[src/rtl/sync_fifo_flex.sv]
// Single-clock FIFO with occupancy count, almost-full/almost-empty flags,
// sticky overflow/underflow, synchronous flush and standard or FWFT read mode.
module sync_fifo_flex #(
   parameter int DATA_WIDTH = 8,
   parameter int DEPTH      = 8,
   parameter int PTR_WIDTH  = $clog2(DEPTH),
   parameter int AF_THRESH  = DEPTH - 2,
   parameter int AE_THRESH  = 2,
   parameter bit FWFT       = 1'b0
) (
   input  logic                  clk,
   input  logic                  rst,
   input  logic                  clr,
   input  logic [DATA_WIDTH-1:0] data_in,
   input  logic                  wr_en,
   input  logic                  rd_en,
   output logic [DATA_WIDTH-1:0] data_out,
   output logic                  full,
   output logic                  empty,
   output logic                  almost_full,
   output logic                  almost_empty,
   output logic [PTR_WIDTH:0]    count,
   output logic                  overflow,
   output logic                  underflow
);

   localparam logic [PTR_WIDTH:0] DEPTH_C = DEPTH[PTR_WIDTH:0];
   localparam logic [PTR_WIDTH:0] AF_C    = AF_THRESH[PTR_WIDTH:0];
   localparam logic [PTR_WIDTH:0] AE_C    = AE_THRESH[PTR_WIDTH:0];

   logic [DATA_WIDTH-1:0] mem [DEPTH];
   logic [PTR_WIDTH:0]    wr_ptr;
   logic [PTR_WIDTH:0]    rd_ptr;
   logic [PTR_WIDTH-1:0]  wr_idx;
   logic [PTR_WIDTH-1:0]  rd_idx;
   logic                  wr_ok;
   logic                  rd_ok;

   assign wr_idx = wr_ptr[PTR_WIDTH-1:0];
   assign rd_idx = rd_ptr[PTR_WIDTH-1:0];

   assign full         = (count == DEPTH_C);
   assign empty        = (count == '0);
   assign almost_full  = (count >= AF_C);
   assign almost_empty = (count <= AE_C);

   // Handshake: wr_en/rd_en are requests sampled at the rising edge; a request
   // is accepted in that same edge when wr_ok/rd_ok hold, otherwise it is
   // dropped and recorded in the sticky error flag. A read frees its slot in
   // the same edge, so a full FIFO accepts a simultaneous write.
   assign rd_ok = rd_en & ~empty;
   assign wr_ok = wr_en & (~full | rd_ok);

   // Storage has no reset so it can map onto RAM.
   always_ff @(posedge clk) begin
      if (wr_ok && !clr) begin
         mem[wr_idx] <= data_in;
      end
   end

   always_ff @(posedge clk or posedge rst) begin
      if (rst) begin
         wr_ptr    <= '0;
         rd_ptr    <= '0;
         count     <= '0;
         overflow  <= 1'b0;
         underflow <= 1'b0;
      end else if (clr) begin
         wr_ptr    <= '0;
         rd_ptr    <= '0;
         count     <= '0;
         overflow  <= 1'b0;
         underflow <= 1'b0;
      end else begin
         if (wr_ok) begin
            wr_ptr <= wr_ptr + 1'b1;
         end
         if (rd_ok) begin
            rd_ptr <= rd_ptr + 1'b1;
         end
         case ({wr_ok, rd_ok})
            2'b10:   count <= count + 1'b1;
            2'b01:   count <= count - 1'b1;
            default: ;
         endcase
         if (wr_en && !wr_ok) begin
            overflow <= 1'b1;
         end
         if (rd_en && !rd_ok) begin
            underflow <= 1'b1;
         end
      end
   end

   generate
      if (FWFT) begin : g_fwft
         assign data_out = empty ? '0 : mem[rd_idx];
      end else begin : g_std
         always_ff @(posedge clk or posedge rst) begin
            if (rst) begin
               data_out <= '0;
            end else if (clr) begin
               data_out <= '0;
            end else if (rd_ok) begin
               data_out <= mem[rd_idx];
            end
         end
      end
   endgenerate

   // The wrap-bit pointer distance must always equal the registered count.
   always_ff @(posedge clk) begin
      if (!rst) begin
         assert (count == wr_ptr - rd_ptr);
      end
   end

endmodule

[config.mk]
export PLATFORM = sky130hd
export DESIGN_NAME = sync_fifo_flex
export DESIGN_NICKNAME = d
export VERILOG_FILES = /design/src/rtl/sync_fifo_flex.sv
export SDC_FILE = /design/constraint.sdc
export NUM_CORES = 1
export LEC_CHECK = 0
export CAP_MARGIN = 20
export CORE_MARGIN = 4
export CORE_UTILIZATION = 50
export CTS_CLUSTER_DIAMETER = 40
export CTS_CLUSTER_SIZE = 25
export DETAILED_ROUTE_END_ITERATION = 7
export PLACE_DENSITY_LB_ADDON = 0.2
export SYNTH_ARGS = -nofsm -noshare
export SYNTH_HDL_FRONTEND = slang
export SYNTH_SLANG_ARGS = --single-unit
[constraint.sdc]
create_clock -name clk -period 2.6 [get_ports clk]
set_input_delay 0.26 -clock clk [delete_from_list [all_inputs] [get_ports clk]]
set_output_delay 0.26 -clock clk [all_outputs]
set_load 0.01 [all_outputs]
* Yosys cells after proc, flatten, opt, wreduce, memory -nomap -nowiden
Memories as Yosys holds them, arrays and structs flattened.
Cells that the tools add are included.
Widths: inputs -> output; s select.
** Word-level totals
- Register bits after elaboration :: 22
- Bits in writable memories :: 64
- Bits of input ports :: 13
- Output and inout port bits :: 18
- Word-level logic and storage cells :: 47
- Memories :: 1
** Cells by class
- Add/subtract/negate cells :: 4
- Magnitude comparators :: 2
- Equality and inequality tests :: 3
- Mux-type cells :: 14
- Bitwise logic cells :: 5
- Reductions and logical operators :: 12
** Memories
- mem :: depth 8, width 8, rd ports 1, clocked after Yosys merged registers in 0, wr ports 1, line 31 : logic [DATA_WIDTH-1:0] mem [DEPTH];
** Operator list (count)
- $mux 4 :: 5
- $mux 8 :: 2
- $add 4x1->4 const B :: 3
- $pmux 4 s2 :: 1
- $reduce_bool 2->1 :: 4
- $mux 1 :: 6
- $eq 4x4->1 const B :: 1
- $ge 4x3->1 const B :: 1
- $le 4x2->1 const B :: 1
- $logic_not 4->1 :: 1
- $sub 4x1->4 const B :: 1
- $logic_and 1x1->1 :: 3
- $logic_not 1->1 :: 3
- $reduce_bool 3->1 :: 1
- $and 1x1->1 :: 2
- $eq 2x1->1 const B :: 1
- $eq 2x2->1 const B :: 1
- $not 1->1 :: 2
- $or 1x1->1 :: 1

* Logic depth before layout (Yosys ltp)
Gate-level depths: netlist (run 1).
- Depth after elaboration :: 9
- Depth in mapped cells :: 9
- Depth with buffers taken out :: 8

* Least setup slack after synthesis (run 1)
OpenSTA, ideal clock, no wires.
- Path type :: register to register
- From :: register count[0]
- To :: register count[3]
- Setup time :: 137 ps
- Data arrival time :: 2289 ps
- Required time :: 2463 ps
- Slack :: 173 ps
- Cell stages (with the launch flop) :: 10
- Path buffers :: 1
- Period minus slack after synthesis :: 2427 ps
- Cells stage by stage :: dfrtp_1 buf_2 or3_1 nor2_1 nor2_1 ha_1 a211oi_1 nor2_1 o221ai_1 a31oi_1
** On the way
- Longest elaborated chain between the ends :: 8
- Elaborated cells on any way between the ends :: 14
- Those cells by class :: add/sub (2); eq/ne (3); mux (2); bitwise (5); reduce/logical (2)
** Ends and longest elaborated chain
- start, declared :: line 22 : output logic [PTR_WIDTH:0] count,
- start signal, assigned :: line 82 : 2'b10: count <= count + 1'b1;
- start signal, assigned :: line 83 : 2'b01: count <= count - 1'b1;
- $logic_not 4->1 (*) :: line 43 : assign empty = (count == '0);
- via empty :: line 19 : output logic empty,
- $not 1->1 (*) :: line 51 : assign rd_ok = rd_en & ~empty;
- $and 1x1->1 (*) :: line 51
- $or 1x1->1 :: line 52 : assign wr_ok = wr_en & (~full | rd_ok);
- $and 1x1->1 :: line 52
- $eq 2x1->1 or $eq 2x2->1 (tied branches) :: line 81 : case ({wr_ok, rd_ok})
- $pmux 4 s2 :: line 81
- $mux 4 :: line 68 : end else if (clr) begin
Mark *: on every way through the listed nets, which the timed path passes. The rest lies on a longest branch.
A chain may end at the register's enable or synchronous reset.

* Worst setup path after layout (run 1)
- From :: register count[2]
- To :: register count[3]
** On the way
- Longest elaborated chain between the ends :: 8
- Elaborated cells on any way between the ends :: 14
- Those cells by class :: add/sub (2); eq/ne (3); mux (2); bitwise (5); reduce/logical (2)
** Ends and longest elaborated chain (line)
- $logic_not 4->1 :: 43
- $not 1->1 :: 51
- $and 1x1->1 :: 51
- $or 1x1->1 :: 52
- $and 1x1->1 :: 52
- $eq 2x1->1 or $eq 2x2->1 (tied branches) :: 81
- $pmux 4 s2 :: 81
- $mux 4 :: 68
Parallel ways exist; a longest one is shown, timed or not.

==> results of run 1 <==
-- per-layer routing --
layer	vias up	global-route usage (%)	part of all wire [%]
met5	-	0	0
met4	0	6.93	1.4
met2	34	28.0	49
met3	9	3.28	3.1
met1	954	22.2	46
li1	910	-	-
-- worst max-delay path, cell delays in order (launching register included) --
cell      delay (ns)
dfrtp_1         0.39
or3_1           0.45
nor2_1          0.16
nor2_1          0.11
ha_1            0.29
a211oi_1        0.34
nor2_1          0.15
o221ai_1        0.20
a31oi_1         0.10
-- how the worst min path moves through the flow --
stage	startpoint	to	slack, ns	depth (start not counted)
2_1_floorplan	rst	count[0]	0.22	1
3_3_place_gp	underflow	underflow	0.48	2
3_5_place_dp	overflow	overflow	0.50	2
4_1_cts	rst	data_out[7]	0.37	2
5_1_grt	rst	data_out[6]	0.39	2
6_report	rst	rd_ptr[0]	0.34	2
-- area by class of cell --
cell class,instances,area share (%)
sequential,84,57.7
multi-input combinational,111,24.0
timing repair buffer,48,10.4
clock buffer,10,3.04
tap,96,2.86
clock inverter,6,1.76
inverter,2,0.179
-- kinds of logic after synthesis --
logic type / after synthesis / share of synthesized area [%]
buffers and inverters: 15 / 2.39
adders and majority gates: 5 / 2.00
and+or+nand+nor: 46 / 5.81
muxes: 27 / 13.4
AOI/OAI and AO/OA: 27 / 5.85
DFF: 84 / 69.0
xor gates and xnor gates: 6 / 1.50
-- metrics by stage --
step | instance area, um2 | util [%] | setup WS [ns] | cells
2_1_floorplan | 3510 | - | 0.173 | 210
3_3_place_gp | 3990 | 58.8 | 0.280 | 341
3_5_place_dp | 3990 | 58.8 | 0.169 | 341
4_1_cts | 4200 | 61.7 | 0.301 | 357
5_1_grt | 4200 | 61.7 | 0.133 | 357
6_report | 4200 | 61.7 | 0.297 | 357
-- state kept, by name, indices dropped and copies added (netlist names) --
signal and cells:
count 4, overflow 1, mem 64, underflow 1, wr_ptr 3, data_out 8, rd_ptr 3
-- report_power, final --
part           total, uW  switching [uW]  internal [uW]
combinational       1250             594            655
clock                935             479            456
sequential          1620            73.1           1550
total               3810            1150           2660
-- synthesized netlist by cell type --
cell type | number | share of area [%]
o21ai_1 | 1 | 0.14
nand2b_1 | 3 | 0.54
nor2b_1 | 1 | 0.18
dfrtp_1 | 20 | 14
or2_2 | 1 | 0.18
o41a_1 | 1 | 0.32
o311a_1 | 1 | 0.29
inv_1 | 2 | 0.21
mux4_2 | 16 | 10
edfxtp_1 | 64 | 55
nor3_1 | 4 | 0.57
nand2_1 | 4 | 0.43
nand3b_1 | 1 | 0.21
nor2_1 | 28 | 3.0
mux2i_1 | 11 | 3.1
a31oi_1 | 2 | 0.36
buf_2 | 7 | 1.0
o221ai_1 | 1 | 0.25
ha_1 | 4 | 1.4
o21ai_0 | 2 | 0.29
or3_1 | 1 | 0.18
o211ai_1 | 3 | 0.64
fa_1 | 1 | 0.57
xnor2_1 | 4 | 1.0
a21oi_1 | 3 | 0.43
a211oi_1 | 11 | 2.4
nor4_1 | 2 | 0.36
xor2_1 | 2 | 0.50
a21o_1 | 1 | 0.21
and2_1 | 1 | 0.18
clkbuf_1 | 3 | 0.32
a211oi_4 | 1 | 0.57
buf_6 | 2 | 0.64
buf_4 | 1 | 0.21
==> out/metrics.cfg, run 1 <==
[run_status]
status = finished clean

[setup_path]
critPathKind = reg2reg
startpoint_type = flop
reg2reg_to = count[3]
endpoint_kind = flop
r2r_start = count[2]
cp.required_ns = 2.84
rrSetupSlack_ns = 0.30
critical_path.endpoint = count[3]
crit_arrival_ns = 2.54
critPathLaunch = count[2]
critPathMaxFanout = 4
r2r_cells = 8

[global_route]
gr-total-overflow = 0
grt_max_degree = 21
grt_pass1_vias = 2001
antenna_found_initial = 0
grt_usage_pct = 17.0
grt_first_pass_wirelength_um = 10600

[pwr]
vdd_drop_max_v = 0.000404
powerDensity_nw_per_um2 = 908
p_total_uw = 3810
p_leak_uw = 0.00145

[final_layout]
drive_gt1_share_pct = 19.9
multiInputGateArea_um2 = 1010
fillers = 502
synthToLayoutAreaGrowth_pct = 19.6
most-common-layout-cells = edfxtp_1 (64), clkdlybuf4s50_1 (30), nor2_1 (28)
diodes = 0
nets = 274
final_common_cell = edfxtp_1
seqCellArea_um2 = 2420

[sta]
rsz0062_at_grt = no
min_period_ns = 2.30
fin_tns_setup_ns = 0
slew_viol_final = 0
finalHoldViolCount = 0
worstMarginPinSlew_ns = 0.796
finalClockSkew_ns = 0.0137
clock.fmax_mhz = 434
max_slew_margin_pct = 46.8
final-setup-viol-count = 0
period_share_pct = 88.6
hold_ws_ns = 0.344

[drt]
routed_wl_um = 6410
wl_per_cell_um = 17.9
remaining_drc_errors = 0
drtPass1Iterations = 6
vias = 1907
drtAntennaViolNets = 0
vias_per_cell = 5.34
dr.first_iter.drc_count = 121

[synth]
ys_seq_elements = 84
syn-instance-count = 210
synth_nets = 228
synth.avg_cell_area_um2 = 16.7
yosysSeqAreaShare_pct = 69.0
yosys_warnings = 0
synthDistinctLibCells = 34
syn_area_um2 = 3510

[cts]
cts_root_buf = clkbuf_8
cts_max_path_buffers = 2
cts_buffers = 9
hold_buffers = 0
clock_latency_ns = 0.35
cts_tree = built
post_cts_resized = 0
cts_sinks = 84
htreeDepth = 3
clkTransAtPathRegs_ns = 0.09
post-cts-setup-buffers = 0

[floorplanning]
core_um2 = 6790
ios = 31
die-area_um2 = 8420
initial_core_util_pct = 51.6
die_h_um = 91.8
placementRows = 30
die_x_um = 91.8

[worst_hold_path]
holdCritPathClass = in2async

[placement]
gp_congestion = 0.797
place.port_buffers = 30
dp_hpwl_um = 4340

[job]
drv_cap = 0

(Power assumes the default switching activity.)
==> inputs of run 2 (changes only) <==
--- a/config.mk
+++ b/config.mk
@@ -5,7 +5,7 @@
 export SDC_FILE = /design/constraint.sdc
 export NUM_CORES = 1
 export LEC_CHECK = 0
-export CAP_MARGIN = 20
+export CAP_MARGIN = 30
 export CORE_MARGIN = 4
 export CORE_UTILIZATION = 50
 export CTS_CLUSTER_DIAMETER = 40
==> results of run 2 <==
The final DEF is identical to that of run 1; final timing and power are the same.
==> inputs of run 3 (changes only) <==
--- a/config.mk
+++ b/config.mk
@@ -6,7 +6,7 @@
 export NUM_CORES = 1
 export LEC_CHECK = 0
 export CAP_MARGIN = 30
-export CORE_MARGIN = 4
+export CORE_MARGIN = 1.5
 export CORE_UTILIZATION = 50
 export CTS_CLUSTER_DIAMETER = 40
 export CTS_CLUSTER_SIZE = 25
==> out/metrics.cfg, run 3 (synthesis results as in run 1) <==
[placement]
dp_hpwl_um = 3960
place_area_um2 = 3970
place.port_buffers = 30
gp_congestion = 0.790

[floorplanning]
initial_core_util_pct = 51.6
die-area_um2 = 7530
die_x_um = 86.8
die_h_um = 86.8
core_um2 = 6790
placementRows = 30
ios = 31

[global_route]
grt_pass1_vias = 1845
gr-total-overflow = 0
grt_max_degree = 21
grt_first_pass_wirelength_um = 9660
globalRouteMet1Util_pct = 25.7
grt-busiest-layer = met2
met2_usage_pct = 27.2
grt_use_met3_pct = 3.43
antenna_found_initial = 0
grt_usage_pct = 17.8

[cts]
cts_max_path_buffers = 2
htreeDepth = 3
post_cts_resized = 0
post-cts-setup-buffers = 0
clkTransAtPathRegs_ns = 0.09
hold_buffers = 0
cts_buffers = 9
cts_sinks = 84
cts_tree = built
cts_root_buf = clkbuf_8
clock_latency_ns = 0.34

[drt]
wl_per_cell_um = 17.1
dr.first_iter.drc_count = 154
drtPass1Iterations = 4
remaining_drc_errors = 0
vias_per_cell = 5.36
vias = 1904
routed_wl_um = 6090
drtAntennaViolNets = 0

[pwr]
p_total_uw = 3680
powerDensity_nw_per_um2 = 886
netSwitchingFraction_pct = 30.5
power_frac_clock_pct = 22.5
p_leak_uw = 0.00142
vdd_drop_max_v = 0.000461
p_int_uw = 2560
power_frac_comb_pct = 33.3
p_seq_share_pct = 44.2
p_switching_uw = 1120

[worst_hold_path]
holdCritPathClass = in2async

[sta]
finalClockSkew_ns = 0.0109
rsz0062_at_grt = no
final-setup-viol-count = 0
min_period_ns = 2.28
clock.fmax_mhz = 439
period_share_pct = 87.6
worstMarginPinSlew_ns = 0.842
finalHoldViolCount = 0
fin_tns_setup_ns = 0
slew_viol_final = 0
max_slew_margin_pct = 43.6

[final_layout]
drive_gt1_share_pct = 18.9
diodes = 0
fillers = 527
multiInputGateArea_um2 = 1000
reg.largest.list = mem: 64 flops, data_out: 8 flops, count: 4 flops
synthToLayoutAreaGrowth_pct = 18.3
largest_register = mem
fin_area_um2 = 4150
final_common_cell = edfxtp_1
most-common-layout-cells = edfxtp_1 (64), clkdlybuf4s50_1 (30), nor2_1 (28)
largest_reg_flops = 64
seqCellArea_um2 = 2420
nets = 272

[setup_path]
startpoint_type = flop
cp.required_ns = 2.34
path_buf_inv = 2
endpoint_kind = primary output
critPathKind = reg2out
path_cells = or3_1 > nor2_1 > buf_4 > clkdlybuf4s50_1
critPathMaxFanout = 4
critPathTopFamily = buffers and inverters
critical-path-max-stage-delay_ns = 0.52
cpMaxStageDelayCell = clkdlybuf4s50_1
crit_arrival_ns = 2.02
rrSetupSlack_ns = 0.32

[job]
drv_cap = 0

[run_status]
status = finished clean

==> run 3: cell types whose count changed in the layout (fill, tap and decap cells not counted), sizes merged <==
cell | before | now
buf | 18 | 16
bufinv | 1 | 0
clkinvlp | 2 | 3
==> run 3: layer usage <==
layer | share of wire, % | vias to the layer above
li1 | - | 899
met1 | 47 | 956
met2 | 48 | 40
met3 | 3.2 | 9
met4 | 1.6 | 0
met5 | 0 | -
==> run 3: worst register-to-register path: cells and delay by family (launching register included) <==
kind,cells,cell delay (ns)
compound gates,3,0.61
fa+ha+maj,1,0.29
flops,1,0.38
simple gates,4,0.89
==> run 3: layout make-up <==
class	instances	share of cell area [%]
Multi-Input combinational cell	111	24.2
Clock inverter	6	1.18
Clock buffer	10	3.08
Sequential cell	84	58.4
Timing Repair Buffer	46	10.1
Inverter	2	0.181
Tap cell	96	2.90
==> run 3: final timing paths <==
check	from	to	cells after the start
min reg2reg	overflow	overflow	2
max reg2reg	count[2]	count[3]	8
max in group asynchronous	rst	wr_ptr[2]	2
min in group clk	overflow	overflow	2
max	count[2]	empty	4
min	rst	data_out[0]	2
==> run 3: stage by stage <==
step	hold slack (ns)	std cells	util (%)	worst slack (ns)
floorplan	0.224	210	-	0.173
global placement	0.484	339	58.5	0.198
finish	0.358	355	61.1	0.322
global route	0.433	355	61.1	0.102
CTS	0.375	355	61.1	0.309
detailed placement	0.489	339	58.5	0.120
==> run 3: power groups by stage <==
stage               combinational (uW)  sequential [uW]  clock [uW]
floorplan                          762             1690           0
global placement                  1240             1650           0
detailed placement                1240             1660           0
CTS                               1240             1630         844
global route                      1350             1640         901
finish                            1220             1630         827
